`src/rtl/digi_readout_pkg.sv`:
```
// digi_readout_pkg: shared tags, word field positions and FSM states for the readout sequencer.
// Contents: TAG_* word tags, *_LSB field offsets within the 32-bit stream word, state_t FSM encoding.
package digi_readout_pkg;
   localparam logic [3:0] TAG_HDR   = 4'hA;
   localparam logic [3:0] TAG_DATA  = 4'hD;
   localparam logic [3:0] TAG_EMPTY = 4'hE;
   localparam int TAG_LSB   = 28;
   localparam int CH_LSB    = 24;
   localparam int SPILL_LSB = 16;
   typedef enum logic [2:0] {S_IDLE, S_SCAN, S_HDR, S_READ, S_EMPTY, S_DRAIN} state_t;
endpackage

```
`src/rtl/readout_skid_fifo.sv`:
```
// readout_skid_fifo: 2-entry FIFO driving a valid/ready stream, push and pop allowed together when full.
// Ports: i_clk/i_rst_n clock and async active-low reset; i_push/i_data write side (caller guarantees space);
//        o_data/o_valid/i_ready stream side; o_count current occupancy (0..2).
module readout_skid_fifo #(
   parameter int W = 33
) (
   input  logic         i_clk,
   input  logic         i_rst_n,
   input  logic         i_push,
   input  logic [W-1:0] i_data,
   output logic [W-1:0] o_data,
   output logic         o_valid,
   input  logic         i_ready,
   output logic [1:0]   o_count
);
   logic [W-1:0] r_q0, r_q1;
   logic [1:0]   r_cnt;
   logic         w_pop;
   assign o_valid = r_cnt != 2'd0;
   assign w_pop   = o_valid & i_ready;
   assign o_data  = r_q0;
   assign o_count = r_cnt;
   always_ff @(posedge i_clk or negedge i_rst_n)
      if (!i_rst_n) begin
         r_q0  <= '0;
         r_q1  <= '0;
         r_cnt <= '0;
      end else begin
         r_cnt <= r_cnt + 2'(i_push) - 2'(w_pop);
         // r_q0 is always the head; r_q1 only ever holds the second entry
         if (w_pop) r_q0 <= (r_cnt == 2'd2) ? r_q1 : i_data;
         else if (i_push && r_cnt == 2'd0) r_q0 <= i_data;
         if (i_push && (r_cnt == 2'd2 || (r_cnt == 2'd1 && !w_pop))) r_q1 <= i_data;
      end
endmodule

```
`src/rtl/digi_readout_seq.sv`:
```
// digi_readout_seq: on end-of-spill, reads every flagged digitizer channel and streams framed 32-bit words.
// Ports: CLK clock, RST async active-low reset; EOS/ch_ready/howmany start a spill;
//        DIN sample bus (valid 1 cycle after rd_request), rd_request/rd_ch_sel digitizer read side;
//        m_tdata/m_tvalid/m_tready/m_tlast output stream; busy readout active; missed_eos EOS while busy.
module digi_readout_seq
   import digi_readout_pkg::*;
#(
   parameter int SIZE  = 8,
   parameter int WIDTH = 12,
   parameter int CHAN  = 8
) (
   input  logic                     CLK,
   input  logic                     RST,
   input  logic                     EOS,
   input  logic [CHAN-1:0]          ch_ready,
   input  logic [SIZE-1:0]          howmany,
   input  logic [WIDTH-1:0]         DIN,
   output logic                     rd_request,
   output logic [$clog2(CHAN)-1:0]  rd_ch_sel,
   output logic [31:0]              m_tdata,
   output logic                     m_tvalid,
   input  logic                     m_tready,
   output logic                     m_tlast,
   output logic                     busy,
   output logic                     missed_eos
);
   localparam int CW = $clog2(CHAN);
   state_t          r_state, w_next;
   logic [CHAN-1:0] r_mask, w_mask_clr;
   logic [SIZE-1:0] r_cnt, r_rem;
   logic [7:0]      r_spill;
   logic [CW-1:0]   r_ch, w_low;
   logic            r_any, r_inflight, r_inf_last, r_missed;
   logic            w_found, w_push, w_rd, w_rd_ok, w_free, w_pop;
   logic [32:0]     w_word, w_hdr, w_data, w_empty;
   logic [1:0]      w_count;
   readout_skid_fifo #(.W(33)) u_fifo (
      .i_clk   (CLK),
      .i_rst_n (RST),
      .i_push  (w_push),
      .i_data  (w_word),
      .o_data  ({m_tlast, m_tdata}),
      .o_valid (m_tvalid),
      .i_ready (m_tready),
      .o_count (w_count)
   );
   assign w_pop      = m_tvalid & m_tready;
   assign w_free     = (w_count != 2'd2) || w_pop;
   // occupancy after this cycle's pop plus the sample landing next cycle must leave room for one more
   assign w_rd_ok    = 3'(w_count) + 3'(r_inflight) < 3'd2 + 3'(w_pop);
   assign w_mask_clr = r_mask & ~(CHAN'(1) << r_ch);
   assign rd_request = w_rd;
   assign rd_ch_sel  = r_ch;
   assign busy       = r_state != S_IDLE;
   assign missed_eos = r_missed;
   // served bits are cleared, so the lowest remaining bit is the next channel in ascending order
   always_comb begin
      w_found = 1'b0;
      w_low   = '0;
      for (int i = CHAN - 1; i >= 0; i--)
         if (r_mask[i]) begin
            w_found = 1'b1;
            w_low   = CW'(i);
         end
   end
   always_comb begin
      w_hdr                    = '0;
      w_hdr[32]                = (r_cnt == '0) && (w_mask_clr == '0);
      w_hdr[TAG_LSB+:4]        = TAG_HDR;
      w_hdr[CH_LSB+:4]         = 4'(r_ch);
      w_hdr[SPILL_LSB+:8]      = r_spill;
      w_hdr[SIZE-1:0]          = r_cnt;
      w_data                   = '0;
      w_data[32]               = r_inf_last;
      w_data[TAG_LSB+:4]       = TAG_DATA;
      w_data[CH_LSB+:4]        = 4'(r_ch);
      w_data[WIDTH-1:0]        = DIN;
      w_empty                  = '0;
      w_empty[32]              = 1'b1;
      w_empty[TAG_LSB+:4]      = TAG_EMPTY;
      w_empty[SPILL_LSB+:8]    = r_spill;
   end
   always_comb begin
      w_next = r_state;
      w_push = r_inflight;
      w_word = w_data;
      w_rd   = 1'b0;
      case (r_state)
         S_IDLE:  if (EOS) w_next = S_SCAN;
         S_SCAN:  w_next = w_found ? S_HDR : r_any ? S_DRAIN : S_EMPTY;
         S_HDR:
            if (w_free) begin
               w_push = 1'b1;
               w_word = w_hdr;
               w_next = (r_cnt != '0) ? S_READ : S_SCAN;
            end
         S_READ: begin
            w_rd = w_rd_ok;
            if (w_rd_ok && r_rem == SIZE'(1)) w_next = S_SCAN;
         end
         S_EMPTY:
            if (w_free) begin
               w_push = 1'b1;
               w_word = w_empty;
               w_next = S_DRAIN;
            end
         S_DRAIN: if (w_count == 2'd0 && !r_inflight) w_next = S_IDLE;
         default: w_next = S_IDLE;
      endcase
   end
   always_ff @(posedge CLK or negedge RST)
      if (!RST) begin
         r_state    <= S_IDLE;
         r_mask     <= '0;
         r_cnt      <= '0;
         r_rem      <= '0;
         r_spill    <= '0;
         r_ch       <= '0;
         r_any      <= 1'b0;
         r_inflight <= 1'b0;
         r_inf_last <= 1'b0;
         r_missed   <= 1'b0;
      end else begin
         r_state    <= w_next;
         r_missed   <= EOS && (r_state != S_IDLE);
         r_inflight <= w_rd;
         r_inf_last <= (r_rem == SIZE'(1)) && (r_mask == '0);
         if (r_state == S_IDLE && EOS) begin
            r_mask  <= ch_ready;
            r_cnt   <= howmany;
            r_any   <= |ch_ready;
            r_spill <= r_spill + 8'd1;
         end
         if (r_state == S_SCAN && w_found) r_ch <= w_low;
         if (r_state == S_HDR && w_free) begin
            r_mask <= w_mask_clr;
            r_rem  <= r_cnt;
         end
         if (w_rd) r_rem <= r_rem - SIZE'(1);
      end
endmodule

```
`config.mk`:
```
export PLATFORM = sky130hd
export DESIGN_NAME = digi_readout_seq
export DESIGN_NICKNAME = d
export VERILOG_FILES = /design/src/rtl/digi_readout_pkg.sv /design/src/rtl/readout_skid_fifo.sv /design/src/rtl/digi_readout_seq.sv
export SDC_FILE = /design/constraint.sdc
export NUM_CORES = 1
export LEC_CHECK = 0
export ABC_AREA = 1
export CAP_MARGIN = 25
export CORE_MARGIN = 1.5
export CORE_UTILIZATION = 35
export CTS_BUF_LIST = sky130_fd_sc_hd__clkbuf_4 sky130_fd_sc_hd__clkbuf_8 sky130_fd_sc_hd__clkbuf_16
export CTS_CLUSTER_SIZE = 40
export DETAILED_ROUTE_END_ITERATION = 16
export PLACE_DENSITY_LB_ADDON = 0.05
export REMOVE_ABC_BUFFERS = 1
export SLEW_MARGIN = 20
export SYNTH_ARGS = -nofsm -noshare
export SYNTH_HDL_FRONTEND = slang
export SYNTH_HIERARCHICAL = 1
export SYNTH_SLANG_ARGS = --single-unit
```
`constraint.sdc`:
```
create_clock -name CLK -period 6.6 [get_ports CLK]
set_clock_uncertainty 0.2 [all_clocks]
set_input_delay 1.98 -clock CLK [delete_from_list [all_inputs] [get_ports CLK]]
set_output_delay 1.98 -clock CLK [all_outputs]
set_load 0.005 [all_outputs]
```
Word-level counts from Yosys, hierarchy flattened
Cells that the tools add are included.
{"block": "totals", "ff_bits": 110, "word_cells": 105, "out_inout_bits": 40, "in_bits": 32}
{"block": "op_classes", "n_lt_le_gt_ge": 1, "n_reduce_logical": 29, "mux": 38, "shift": 1, "bitwise": 3, "add_sub_neg": 6, "eq_ne": 14}
{"op": "33-bit two-way mux", "count": 5}
{"op": "33-bit one-hot mux with 2 select lines", "count": 1}
{"op": "3-bit two-way mux", "count": 14}
{"op": "8-bit two-way mux", "count": 4}
{"op": "8-bit logical NOT", "count": 3}
{"op": "3-bit one-hot mux with 6 select lines", "count": 1}
{"op": "1-bit two-way mux", "count": 12}
{"op": "2-bit != test, second input constant", "count": 6}
{"op": "1-bit logical AND", "count": 11}
{"op": "8-bit by 1-bit adder with 8-bit output, second input constant", "count": 1}
{"op": "8-bit AND", "count": 1}
{"op": "8-bit by 1-bit equality test with 1-bit output, second input constant", "count": 1}
{"op": "8-bit inverter", "count": 1}
{"op": "2-bit nonzero test", "count": 4}
{"op": "8-bit nonzero test", "count": 1}
{"op": "8-bit OR reduction", "count": 1}
{"op": "1-bit by 3-bit left shift with 8-bit output, first input constant", "count": 1}
{"op": "8-bit by 1-bit subtractor with 8-bit output, second input constant", "count": 1}
{"op": "3-bit by 2-bit equality test with 1-bit output, second input constant", "count": 2}
{"op": "3-bit equality test, second input constant", "count": 2}
{"op": "5-bit AND reduction", "count": 1}
{"op": "2-bit by 1-bit adder with 3-bit output", "count": 1}
{"op": "2-bit by 1-bit adder with 3-bit output, first input constant", "count": 1}
{"op": "3-bit by 1-bit equality test with 1-bit output, second input constant", "count": 1}
{"op": "other kinds (13)", "count": 15}

Depth between registers and ports, before layout
Gate-level depths: netlist of the first run.
{"block": "depth", "depth_word": 10, "depth_mapped": 14, "depth_no_buf": 12}

Hierarchy
The synthesis of the first run kept the hierarchy.
{"mod": "readout_skid_fifo", "seq_area_each_um2": 1701.6, "cells_per_inst": 412, "area_each_um2": 3378.2, "n_inst": 1}
{"mod": "digi_readout_seq", "seq_area_each_um2": 1051.0, "cells_per_inst": 344, "area_each_um2": 2512.4, "n_inst": 1}

Least setup slack after synthesis of the first run
Ideal clock, no wire load.
{"block": "synth_timing", "path_type": "in2out", "startpoint": "input m_tready", "endpoint": "output rd_request", "n_path_buf": 0, "path_stages": 4, "slack_ns": 1.939, "arrival_time_ns": 2.481, "t_required_ns": 4.420, "path_cell_list": "nand2_1 > o21ai_0 > nand3_1 > inv_1"}
{"block": "synth_between", "elab_chain_cells": 4}
{"element": "from (decl)", "line": "digi_readout_seq.sv:22", "rtl": "input logic m_tready,"}
{"element": "1-bit AND", "line": "digi_readout_seq.sv:47", "rtl": "assign w_pop = m_tvalid & m_tready;"}
{"element": "2-bit by 1-bit adder with 3-bit output", "line": "digi_readout_seq.sv:50", "rtl": "assign w_rd_ok = 3'(w_count) + 3'(r_inflight) < 3'd2 + 3'(w_pop);"}
{"element": "3-bit < comparator", "line": "digi_readout_seq.sv:50"}
{"element": "1-bit two-way mux", "line": "digi_readout_seq.sv:88", "rtl": "case (r_state)"}
{"element": "to (decl)", "line": "digi_readout_seq.sv:18", "rtl": "output logic rd_request,"}
No other way between the ends.

Worst setup path in the final report of the first run
Ends and elaborated chain as after synthesis.

==> metrics.md, run 1 <==
| Metric | Value |
|---|---|
| Part of the power in combinational logic | `a little under half` |
| Setup bufs post-CTS | `0` |
| Final Max Tran Viols | `0` |
| Row Count | `47` |
| HP Class | `flip-flop to flip-flop` |
| Final setup vio count | `0` |
| CP required | `4.42 ns` |
| DR WL/cell | `roughly 14 um` |
| Clk_lat worst skew | `0.36 ns` |
| # resized after CTS | `0` |
| Max_cap viols | `0` |
| Share of layout cells above drive strength 1 | `between 6 and 7%` |
| Initial Util | `about 36%` |
| Worst Setup Start Kind | `primary input` |
| Peak Freq | `approximately 170 MHz` |
| Leak pwr | `about 3.5 nW` |
| Clk buf depth | `2` |
| Clock Sinks | `between 100 and 150` |
| Distinct cells, synth | `37` |
| I/O pin count | `between 70 and 80` |
| Post-route ant nets | `0` |
| Worst setup path endpoint | `rd_request` |
| Full die area | `~0.018 sq mm` |
| Pre-antenna DRT Iters | `4` |
| Final Hold Viols | `0` |
| Nets@finish | `851` |
| Cts bufs inserted | `9` |
| Cells after synthesis | `~760` |
| GRT overflow | `0` |
| Maximum vdd drop | `0.000157 V` |
| IO Port Bufs | `between 70 and 80` |
| Core area | `roughly 0.017 sq mm` |
| Via-to-Cell Ratio | `around 4.8` |
| RSZ-0062 raised after global routing | `false` |
| Worst-Margin Slew | `1.02 ns` |
| CTS H-Tree Depth | `3` |
| Initial antenna violation count | `0` |
| Die height | `about 130 um` |
| Reg2Reg Depth | `10` |
| Filler instances | `1,672` |
| Synth Cell Area | `~0.0059 sq mm` |
| Antenna diodes | `0` |
| Minimum clock period | `roughly 6.0 ns` |
| Synth Warn # | `6` |
| Reg power frac | `between 30 and 40%` |
| Tot Pwr | `0.00326 W` |
| Final wirelength | `between 10 and 15 mm` |
| Slew margin rel. | `between 30% and 40%` |
| Setup crit start | `m_tready` |
| Syn Area/Cell | `about 7.8 sq um` |
| Setup Crit Path Kind | `primary input to output port` |
| Period utilization | `90.2%` |
| Crit path DAT | `around 3.8 ns` |
| Layout area overhead | `18.7%` |
| Routed vias | `4,968` |
| Switch share | `43.1%` |
| Vias in the first global route | `4,813` |
| FF+latch count, synth | `110` |
| Initial drt markers | `~280` |
| Crit Path Max Fanout | `6` |
| Reg-to-Reg End | `u_fifo/o_data[16]` |
| Status | `finished, final reports clean` |
| Critical R2R Launch | `u_fifo/o_count[1]` |
| Internal power | `~0.0019 W` |
| CP Capture Type | `output port` |
| Worst-path clk slew | `about 0.07 ns` |
| CTS root buffer | `clkbuf_16` |
| Chip width | `approximately 130 um` |
| CTS tree | `done` |
| Setup TNS | `0 ns` |
| Post-synth EDFFs | `0` |
| Final GP Congestion | `0.845` |
| R2R setup slack | `approximately 2.6 ns` |
| Clock power share | `around 16%` |
| Post-CTS Hold Fix Bufs | `0` |
| Ys async rst share | `100%` |
| Seq/Total Area, Yosys | `46.7%` |
| Ys flop type | `dfrtp_1` |
| GRT Overall Usage | `approximately 18%` |
| Power per cell area | `approximately 470 mW/mm^2` |
| Largest net degree at the start of global routing | `54` |
| Final HPWL DP | `between 9 and 10 mm` |
| Global-route wire length before repair | `24.8 mm` |
| # DRC | `0` |
| Switch Pwr | `0.00140 W` |
==> registers in the layout (all words and copies together) (netlist names) <==
register	count
u_fifo/r_q1	33
r_rem	8
missed_eos	1
r_inf_last	1
rd_ch_sel	3
r_inflight	1
r_mask	8
r_spill	8
r_state	3
u_fifo/o_data	33
r_any	1
r_cnt	8
u_fifo/o_count	2
==> cells by family (layout without fill, tap and decap cells) <==
group,count (synthesis),after routing,share of synthesized area (%)
DFF,110,110,46.7
AOI/OAI and AO/OA,81,81,8.69
and+or+nand+nor,392,392,29.7
buffers and inverters,152,208,11.5
adders and majority gates,7,7,1.49
other,2,6,0.127
xor gates and xnor gates,12,12,1.78
==> cell usage in the layout, fill, tap and decap left out, drive strengths merged, types with 3 or more instances in the layout <==
master / Yosys / layout
xnor2: 4 / 4
clkbuf: 10 / 11
nand4: 40 / 40
nand2: 203 / 203
clkdlybuf4s50: 0 / 70
nor2: 45 / 45
o221ai: 5 / 5
clkinv: 0 / 4
conb: 2 / 6
o21ai: 62 / 62
ha: 7 / 7
nor4: 3 / 3
dfrtp: 110 / 110
a21oi: 8 / 8
buf: 27 / 8
nor3: 5 / 5
nand3: 93 / 93
xor2: 8 / 8
inv: 115 / 115
==> synth_stat cells (2+ instances only) <==
cell	count	area share, %
nand2_1	197	13
dfrtp_1	110	47
inv_1	110	7.0
nand3_1	92	7.8
nor2_1	43	2.7
o21ai_0	42	3.6
nand4_1	40	4.2
buf_2	15	1.3
o21ai_2	14	2.1
buf_6	11	2.1
clkbuf_1	10	0.64
xor2_1	8	1.2
a21oi_1	7	0.59
ha_1	7	1.5
inv_2	5	0.32
nand2_2	5	0.53
o21ai_1	5	0.42
o221ai_1	5	0.74
xnor2_1	4	0.59
nor3_1	3	0.25
nor4_1	3	0.32
conb_1	2	0.13
nor2_2	2	0.21
nor3_2	2	0.34
o31ai_1	2	0.25
==> metal layers <==
metal | track usage (%) | vias to the layer above | part of all wire (%)
li1 | - | 2536 | -
met3 | 2.84 | 13 | 3.1
met1 | 24.9 | 2339 | 50
met4 | 6.17 | 0 | 1.6
met5 | 0 | - | 0
met2 | 27.6 | 80 | 45
==> cell type report <==
cell class,instances,area [sq um],share of cell area [%]
sequential,110,2750,39.4
timing repair buffer,78,781,11.2
multi-input combinational,498,2480,35.5
inverter,115,432,6.18
clock buffer,11,246,3.53
clock inverter,4,23.8,0.340
tap,220,275,3.94
==> power groups by stage <==
| stage | sequential, W | clock (W) | combinational (W) |
|---|---|---|---|
| after detailed placement | 0.00121 | 0 | 0.00156 |
| after global placement | 0.00120 | 0 | 0.00154 |
| final | 0.00120 | 0.000516 | 0.00155 |
| after global routing | 0.00124 | 0.000567 | 0.00177 |
| after floorplan | 0.00118 | 0 | 0.000978 |
| after CTS | 0.00120 | 0.000540 | 0.00157 |
==> worst min-delay path by stage <==
stage / start / to / slack (ns) / cells after the start
final: r_spill[7] / r_spill[7] / 0.27 / 2
after floorplan: r_spill[7] / r_spill[7] / 0.24 / 2
after detailed placement: r_spill[7] / r_spill[7] / 0.26 / 2
after global routing: u_fifo/r_q1[24] / u_fifo/r_q1[24] / 0.30 / 2
after CTS: r_spill[7] / r_spill[7] / 0.28 / 2
after global placement: r_spill[7] / r_spill[7] / 0.26 / 2
==> worst max-delay path, stage by stage <==
cell	delay, ns
clkdlybuf4s50_1	0.53
nand2_1	0.10
o21ai_0	0.23
nand3_1	0.17
inv_1	0.22
clkdlybuf4s50_1	0.55
==> through the flow <==
step | setup WS, ns | util, % | instance area (sq um) | instances | hold WS, ns
floorplan | 1.77 | - | 5660 | 723 | 0.242
global placement | 0.649 | 40.5 | 6690 | 1020 | 0.261
detailed placement | 0.662 | 40.7 | 6720 | 1021 | 0.260
CTS | 0.637 | 42.3 | 6990 | 1036 | 0.277
global route | 0.506 | 42.3 | 6990 | 1036 | 0.299
finish | 0.650 | 42.3 | 6990 | 1036 | 0.270
No activity file was read; power rests on OpenSTA's default activity.
==> run 2, diff against run 1 <==
--- a/config.mk
+++ b/config.mk
@@ -6,7 +6,6 @@
 export NUM_CORES = 1
 export LEC_CHECK = 0
 export ABC_AREA = 1
-export CAP_MARGIN = 25
 export CORE_MARGIN = 1.5
 export CORE_UTILIZATION = 35
 export CTS_BUF_LIST = sky130_fd_sc_hd__clkbuf_4 sky130_fd_sc_hd__clkbuf_8 sky130_fd_sc_hd__clkbuf_16
==> run 2 against run 1 <==
  * Register-to-register slack gained 0.03 ns
  * Sequential power is essentially flat
  * Sequential share of layout area shrank 0.27 points
  * Highest routed layer unchanged
==> metrics.md, run 2 (synthesized netlist as in run 1, its figures left out) <==
| Metric | Value |
|---|---|
| Status | `finished, final reports clean (unchanged)` |
| Min-delay src | `r_spill[7] (unchanged)` |
| Final setup vio count | `0 (unchanged)` |
| Setup TNS | `0 ns (unchanged)` |
| Row Count | `47 (unchanged)` |
| Chip width | `133 um (unchanged)` |
| # DRC | `0 (unchanged)` |
| CP required | `4.42 ns (about the same)` |
| Final GP Congestion | `0.845 (unchanged)` |
| Worst-path cell chain | `clkdlybuf4s50_1 -> nand2_1 -> o21ai_0 -> nand3_1 -> inv_1 -> clkdlybuf4s50_1 (unchanged)` |
| Crit path DAT | `3.77 ns (about the same)` |
| Multi-input logic area | `0.00248 sq mm (unchanged)` |
| Initial drt markers | `256 (was 277)` |
| Cts bufs inserted | `9 (unchanged)` |
| Top cell by count, worst path | `clkdlybuf4s50_1 (unchanged)` |
| Via-to-Cell Ratio | `4.78 (was 4.80)` |
| Nets@finish | `850 (was 851)` |
| Die height | `133 um (unchanged)` |
| Setup Crit Path Kind | `primary input to output port (unchanged)` |
| DR WL/cell | `14.1 um (was 14.2 um)` |
| Top delay family on crit path | `buffers and inverters (unchanged)` |
| WP buf/inv | `3 (unchanged)` |
| Period utilization | `90.1% (was 90.2%)` |
| RSZ-0062 raised after global routing | `false (unchanged)` |
| Final Max Tran Viols | `0 (unchanged)` |
| Share of layout cells above drive strength 1 | `6.99% (unchanged)` |
| GRT overflow | `0 (unchanged)` |
| Global-route wire length before repair | `24.4 mm (was 24.8 mm)` |
| Leak pwr | `3.47 nW (was 3.45 nW)` |
| # resized after CTS | `0 (unchanged)` |
| Tot Pwr | `0.00336 W (was 0.00326 W)` |
| IO Port Bufs | `71 (unchanged)` |
| Power per cell area | `477 mW/mm^2 (was 466 mW/mm^2)` |
| Clk_lat worst skew | `0.36 ns (about the same)` |
| Worst path slowest cell | `clkdlybuf4s50_1 (unchanged)` |
| I/O pin count | `72 (unchanged)` |
| GRT Overall Usage | `17.5% (was 17.7%)` |
| Final wirelength | `14.6 mm (was 14.7 mm)` |
| Max_cap viols | `0 (unchanged)` |
| Setup crit start | `m_tready (unchanged)` |
| Sequential cell area | `0.00275 sq mm (unchanged)` |
| Pre-antenna DRT Iters | `6 (was 4)` |
| Peak Freq | `168 MHz (about the same)` |
| Maximum vdd drop | `0.000150 V (was 0.000157 V)` |
| CTS tree | `done (unchanged)` |
| Post-route ant nets | `0 (unchanged)` |
| Vias in the first global route | `4,719 (was 4,813)` |
| Full die area | `0.0176 sq mm (unchanged)` |
| Initial Util | `35.6% (unchanged)` |
| Slew margin rel. | `32.4% (was 31.5%)` |
| Pre-CTS setup slack | `0.659 ns (was 0.662 ns)` |
| Initial antenna violation count | `0 (unchanged)` |
| Final WS setup | `0.652 ns (was 0.650 ns)` |
| Crit Path Max Fanout | `6 (unchanged)` |
| CTS H-Tree Depth | `3 (unchanged)` |
| Routed vias | `4,953 (was 4,968)` |
| Filler instances | `1,692 (was 1,672)` |
| Post-CTS Hold Fix Bufs | `0 (unchanged)` |
| Minimum clock period | `5.95 ns (about the same)` |
| HP Class | `flip-flop to flip-flop (unchanged)` |
| Largest net degree at the start of global routing | `80 (was 54)` |
| Commonest non-fill, non-tap cell in the layout | `nand2_1 (unchanged)` |
| Antenna diodes | `0 (unchanged)` |
| Worst-path clk slew | `0.07 ns (about the same)` |
| Clk buf depth | `2 (unchanged)` |
| Layout area overhead | `19.5% (was 18.7%)` |
| Critical R2R Launch | `u_fifo/o_count[1] (unchanged)` |
| Final Hold Viols | `0 (unchanged)` |
| Setup bufs post-CTS | `0 (unchanged)` |
| Worst-Margin Slew | `1.01 ns (was 1.02 ns)` |
| Worst Setup Start Kind | `primary input (unchanged)` |
| Clock Sinks | `110 (unchanged)` |
| Final HPWL DP | `9.50 mm (was 9.60 mm)` |
| Largest stage delay, worst path | `0.54 ns (was 0.55 ns)` |
| CTS root buffer | `clkbuf_16 (unchanged)` |
| Core area | `0.0165 sq mm (unchanged)` |
| Most frequent cells in the layout | `nand2_1, inv_1, dfrtp_1, nand3_1, clkdlybuf4s50_1 (unchanged)` |
| CP Capture Type | `output port (unchanged)` |
==> run 2: final timing paths <==
check | end | cells past startpoint | slack, ns
max | rd_request | 6 | 0.65
min in group asynchronous | u_fifo/o_data[8] | 1 | 1.46
min | r_spill[7] | 2 | 0.28
max in group asynchronous | r_state[1] | 2 | 3.79
max reg2reg | u_fifo/o_data[19] | 10 | 2.62
min reg2reg | r_spill[7] | 2 | 0.28
==> run 2: metal layers <==
layer,vias up,GRT usage (%),share of wire (%)
li1,2536,-,-
met1,2314,24.8,50
met2,91,27.4,45
met3,12,2.91,3.6
met4,0,5.49,1.4
met5,-,0,0
==> run 2: through the flow <==
step	util (%)	cell area, sq um	hold WS [ns]	instances
2_1_floorplan	-	5660	0.242	723
3_3_place_gp	40.5	6690	0.261	1020
3_5_place_dp	40.5	6690	0.267	1020
4_1_cts	42.6	7040	0.284	1036
5_1_grt	42.6	7040	0.311	1036
6_report	42.6	7040	0.279	1036
==> run 2: worst reg2reg max path: stages, from the launching register on <==
cell	delay, ns
dfrtp_1	0.88
buf_4	0.42
nand3b_1	0.25
nand2_2	0.40
inv_2	0.15
or2_1	0.28
nand2_1	0.08
buf_4	0.37
nand2_2	0.52
nand3_1	0.26
nand2_1	0.07
==> run 2: area by class of cell <==
class | instances | share of cell area, %
Inverter | 115 | 6.13
Sequential cell | 110 | 39.1
Tap cell | 220 | 3.91
Timing Repair Buffer | 77 | 10.8
Clock inverter | 4 | 1.08
Clock buffer | 12 | 3.79
Multi-Input combinational cell | 498 | 35.2
==> run 2: where the power goes <==
| part | internal, W | switching, W | leakage (nW) |
|---|---|---|---|
| Combinational | 0.000613 | 0.000927 | 1.92 |
| Clock | 0.000366 | 0.000257 | 0.165 |
| Sequential | 0.000972 | 0.000225 | 1.38 |
| Total | 0.00195 | 0.00141 | 3.47 |
==> run 3, diff against run 2 <==
--- a/config.mk
+++ b/config.mk
@@ -7,12 +7,12 @@
 export LEC_CHECK = 0
 export ABC_AREA = 1
 export CORE_MARGIN = 1.5
-export CORE_UTILIZATION = 35
+export CORE_UTILIZATION = 61
 export CTS_BUF_LIST = sky130_fd_sc_hd__clkbuf_4 sky130_fd_sc_hd__clkbuf_8 sky130_fd_sc_hd__clkbuf_16
 export CTS_CLUSTER_SIZE = 40
 export DETAILED_ROUTE_END_ITERATION = 16
+export MAX_ROUTING_LAYER = met4
 export PLACE_DENSITY_LB_ADDON = 0.05
-export REMOVE_ABC_BUFFERS = 1
 export SLEW_MARGIN = 20
 export SYNTH_ARGS = -nofsm -noshare
 export SYNTH_HDL_FRONTEND = slang
==> run 3 against run 2 <==
  * First-iteration DRC count grew 8.6%
  * Power is 5.8% lower
  * Combinational power about the same
  * Register-to-register slack improved by 0.30 ns
  * Clock power is 31% lower
  * Critical path type unchanged
  * Die area down 42%
  * Via count is 4.1% higher
==> metrics.md, run 3 (synthesized netlist as in run 1, its figures left out) <==
| Metric | Value |
|---|---|
| Status | `finished, final reports clean (unchanged)` |
| Largest net degree at the start of global routing | `75 (was 80)` |
| HP Class | `flip-flop to flip-flop (unchanged)` |
| Leak pwr | `3.40 nW (was 3.47 nW)` |
| Die height | `101 um (was 133 um)` |
| Maximum vdd drop | `0.000222 V (was 0.000150 V)` |
| Setup Crit Path Kind | `primary input to output port (unchanged)` |
| Clock Sinks | `110 (unchanged)` |
| Peak Freq | `163 MHz (was 168 MHz)` |
| Post-Layout Cell Count | `943 (was 1,036)` |
| Final Max Tran Viols | `0 (unchanged)` |
| Global-route wire length before repair | `22.8 mm (was 24.4 mm)` |
| I/O pin count | `72 (unchanged)` |
| Row Count | `35 (was 47)` |
| CTS H-Tree Depth | `3 (unchanged)` |
| Commonest non-fill, non-tap cell in the layout | `nand2_1 (unchanged)` |
| Post-route ant nets | `0 (unchanged)` |
| Worst-path clk slew | `0.09 ns (was 0.07 ns)` |
| Top cell by count, worst path | `clkdlybuf4s50_1 (unchanged)` |
| Crit path DAT | `3.96 ns (was 3.77 ns)` |
| IO Port Bufs | `71 (unchanged)` |
| Core area | `0.00928 sq mm (was 0.0165 sq mm)` |
| CP required | `4.42 ns (about the same)` |
| Via-to-Cell Ratio | `5.47 (was 4.78)` |
| Worst Setup Start Kind | `primary input (unchanged)` |
| Worst-path cell chain | `clkdlybuf4s50_1 -> nand2_1 -> o21ai_0 -> nand3_1 -> inv_1 -> clkdlybuf4s50_1 (unchanged)` |
| Setup bufs post-CTS | `0 (unchanged)` |
| DR WL/cell | `13.9 um (was 14.1 um)` |
| Final setup vio count | `0 (unchanged)` |
| Period utilization | `93.1% (was 90.1%)` |
| Setup TNS | `0 ns (unchanged)` |
| Slew margin rel. | `36.9% (was 32.4%)` |
| Most frequent cells in the layout | `nand2_1, inv_1, dfrtp_1, nand3_1, clkdlybuf4s50_1 (unchanged)` |
| Final HPWL DP | `8.93 mm (was 9.50 mm)` |
| CP Capture Type | `output port (unchanged)` |
| Nets@finish | `848 (was 850)` |
| Layout area overhead | `15.2% (was 19.5%)` |
| Initial drt markers | `278 (was 256)` |
| Worst path slowest cell | `clkdlybuf4s50_1 (unchanged)` |
| Minimum clock period | `6.14 ns (was 5.95 ns)` |
| Final wirelength | `13.1 mm (was 14.6 mm)` |
| Largest stage delay, worst path | `0.55 ns (was 0.54 ns)` |
| # resized after CTS | `0 (unchanged)` |
| GRT Overall Usage | `28.7% (was 17.5%)` |
| Clk_lat worst skew | `0.37 ns (was 0.36 ns)` |
| CTS root buffer | `clkbuf_8 (was clkbuf_16)` |
| Initial antenna violation count | `0 (unchanged)` |
| Worst-Margin Slew | `0.942 ns (was 1.01 ns)` |
| # DRC | `0 (unchanged)` |
| Initial Util | `63.5% (was 35.6%)` |
| Placed Cells | `927 (was 1,020)` |
| Top delay family on crit path | `buffers and inverters (unchanged)` |
| Antenna diodes | `0 (unchanged)` |
| Clk buf depth | `2 (unchanged)` |
| R2R setup slack | `2.92 ns (was 2.62 ns)` |
| Max_cap viols | `0 (unchanged)` |
| Final Hold Viols | `0 (unchanged)` |
| Crit Path Max Fanout | `11 (was 6)` |
| Final GP Congestion | `0.901 (was 0.845)` |
| Full die area | `0.0103 sq mm (was 0.0176 sq mm)` |
| WP buf/inv | `3 (unchanged)` |
| CTS tree | `done (unchanged)` |
| Cts bufs inserted | `9 (unchanged)` |
| Pre-antenna DRT Iters | `4 (was 6)` |
| Util after Layout | `73.1% (was 42.6%)` |
| Filler instances | `769 (was 1,692)` |
| Post-CTS Hold Fix Bufs | `0 (unchanged)` |
| Vias in the first global route | `5,034 (was 4,719)` |
| Power per cell area | `466 mW/mm^2 (was 477 mW/mm^2)` |
| Routed vias | `5,155 (was 4,953)` |
| Share of layout cells above drive strength 1 | `6.76% (was 6.99%)` |
| RSZ-0062 raised after global routing | `false (unchanged)` |
| Chip width | `101 um (was 133 um)` |
| GRT overflow | `0 (unchanged)` |
run 3: path summary, 6_finish.rpt:
kind                                endpoint  depth (start not counted)              start
min in group asynchronous  u_fifo/o_data[27]                          1                RST
hold / removal                    r_spill[7]                          2         r_spill[7]
setup / recovery                  rd_request                          6           m_tready
setup reg to reg            u_fifo/o_data[6]                         13  u_fifo/o_count[1]
hold reg to reg                   r_spill[7]                          2         r_spill[7]
max in group asynchronous   u_fifo/o_data[9]                          2                RST
run 3: through the flow:
stage / setup slack (ns) / cell area, sq um / total power [W] / hold WS (ns)
floorplan: 1.94 / 5910 / 0.00227 / 0.242
global placement: 0.602 / 6560 / 0.00269 / 0.254
detailed placement: 0.542 / 6570 / 0.00274 / 0.263
CTS: 0.481 / 6790 / 0.00318 / 0.286
global route: 0.335 / 6790 / 0.00346 / 0.312
finish: 0.459 / 6790 / 0.00316 / 0.286
run 3: routing by layer:
layer | share of wire [%] | vias up | global-route usage (%)
li1 | - | 2533 | -
met1 | 45 | 2450 | 37.2
met2 | 48 | 162 | 47.4
met3 | 5.6 | 10 | 4.62
met4 | 1.0 | 0 | 7.37
met5 | 0 | - | -
run 3: worst reg2reg max path: cells and delay by family (launching register included):
family | cells | cell delay [ns]
buffers and inverters | 4 | 0.89
flip-flops | 1 | 0.37
AND/OR/NAND/NOR | 9 | 2.13
run 3: cell type report:
class | instances | area (sq um) | area share [%]
clock inverter | 5 | 66.3 | 0.977
multi-input combinational | 498 | 2480 | 36.6
timing repair buffer | 75 | 738 | 10.9
sequential | 110 | 2750 | 40.6
tap | 129 | 161 | 2.38
clock buffer | 11 | 151 | 2.23
inverter | 115 | 432 | 6.36
run 3: power by group:
group	internal (W)	switching (W)	total [W]
clock network	0.000200	0.000227	0.000428
registers	0.000971	0.000205	0.00118
logic	0.000609	0.000952	0.00156
total	0.00178	0.00138	0.00316
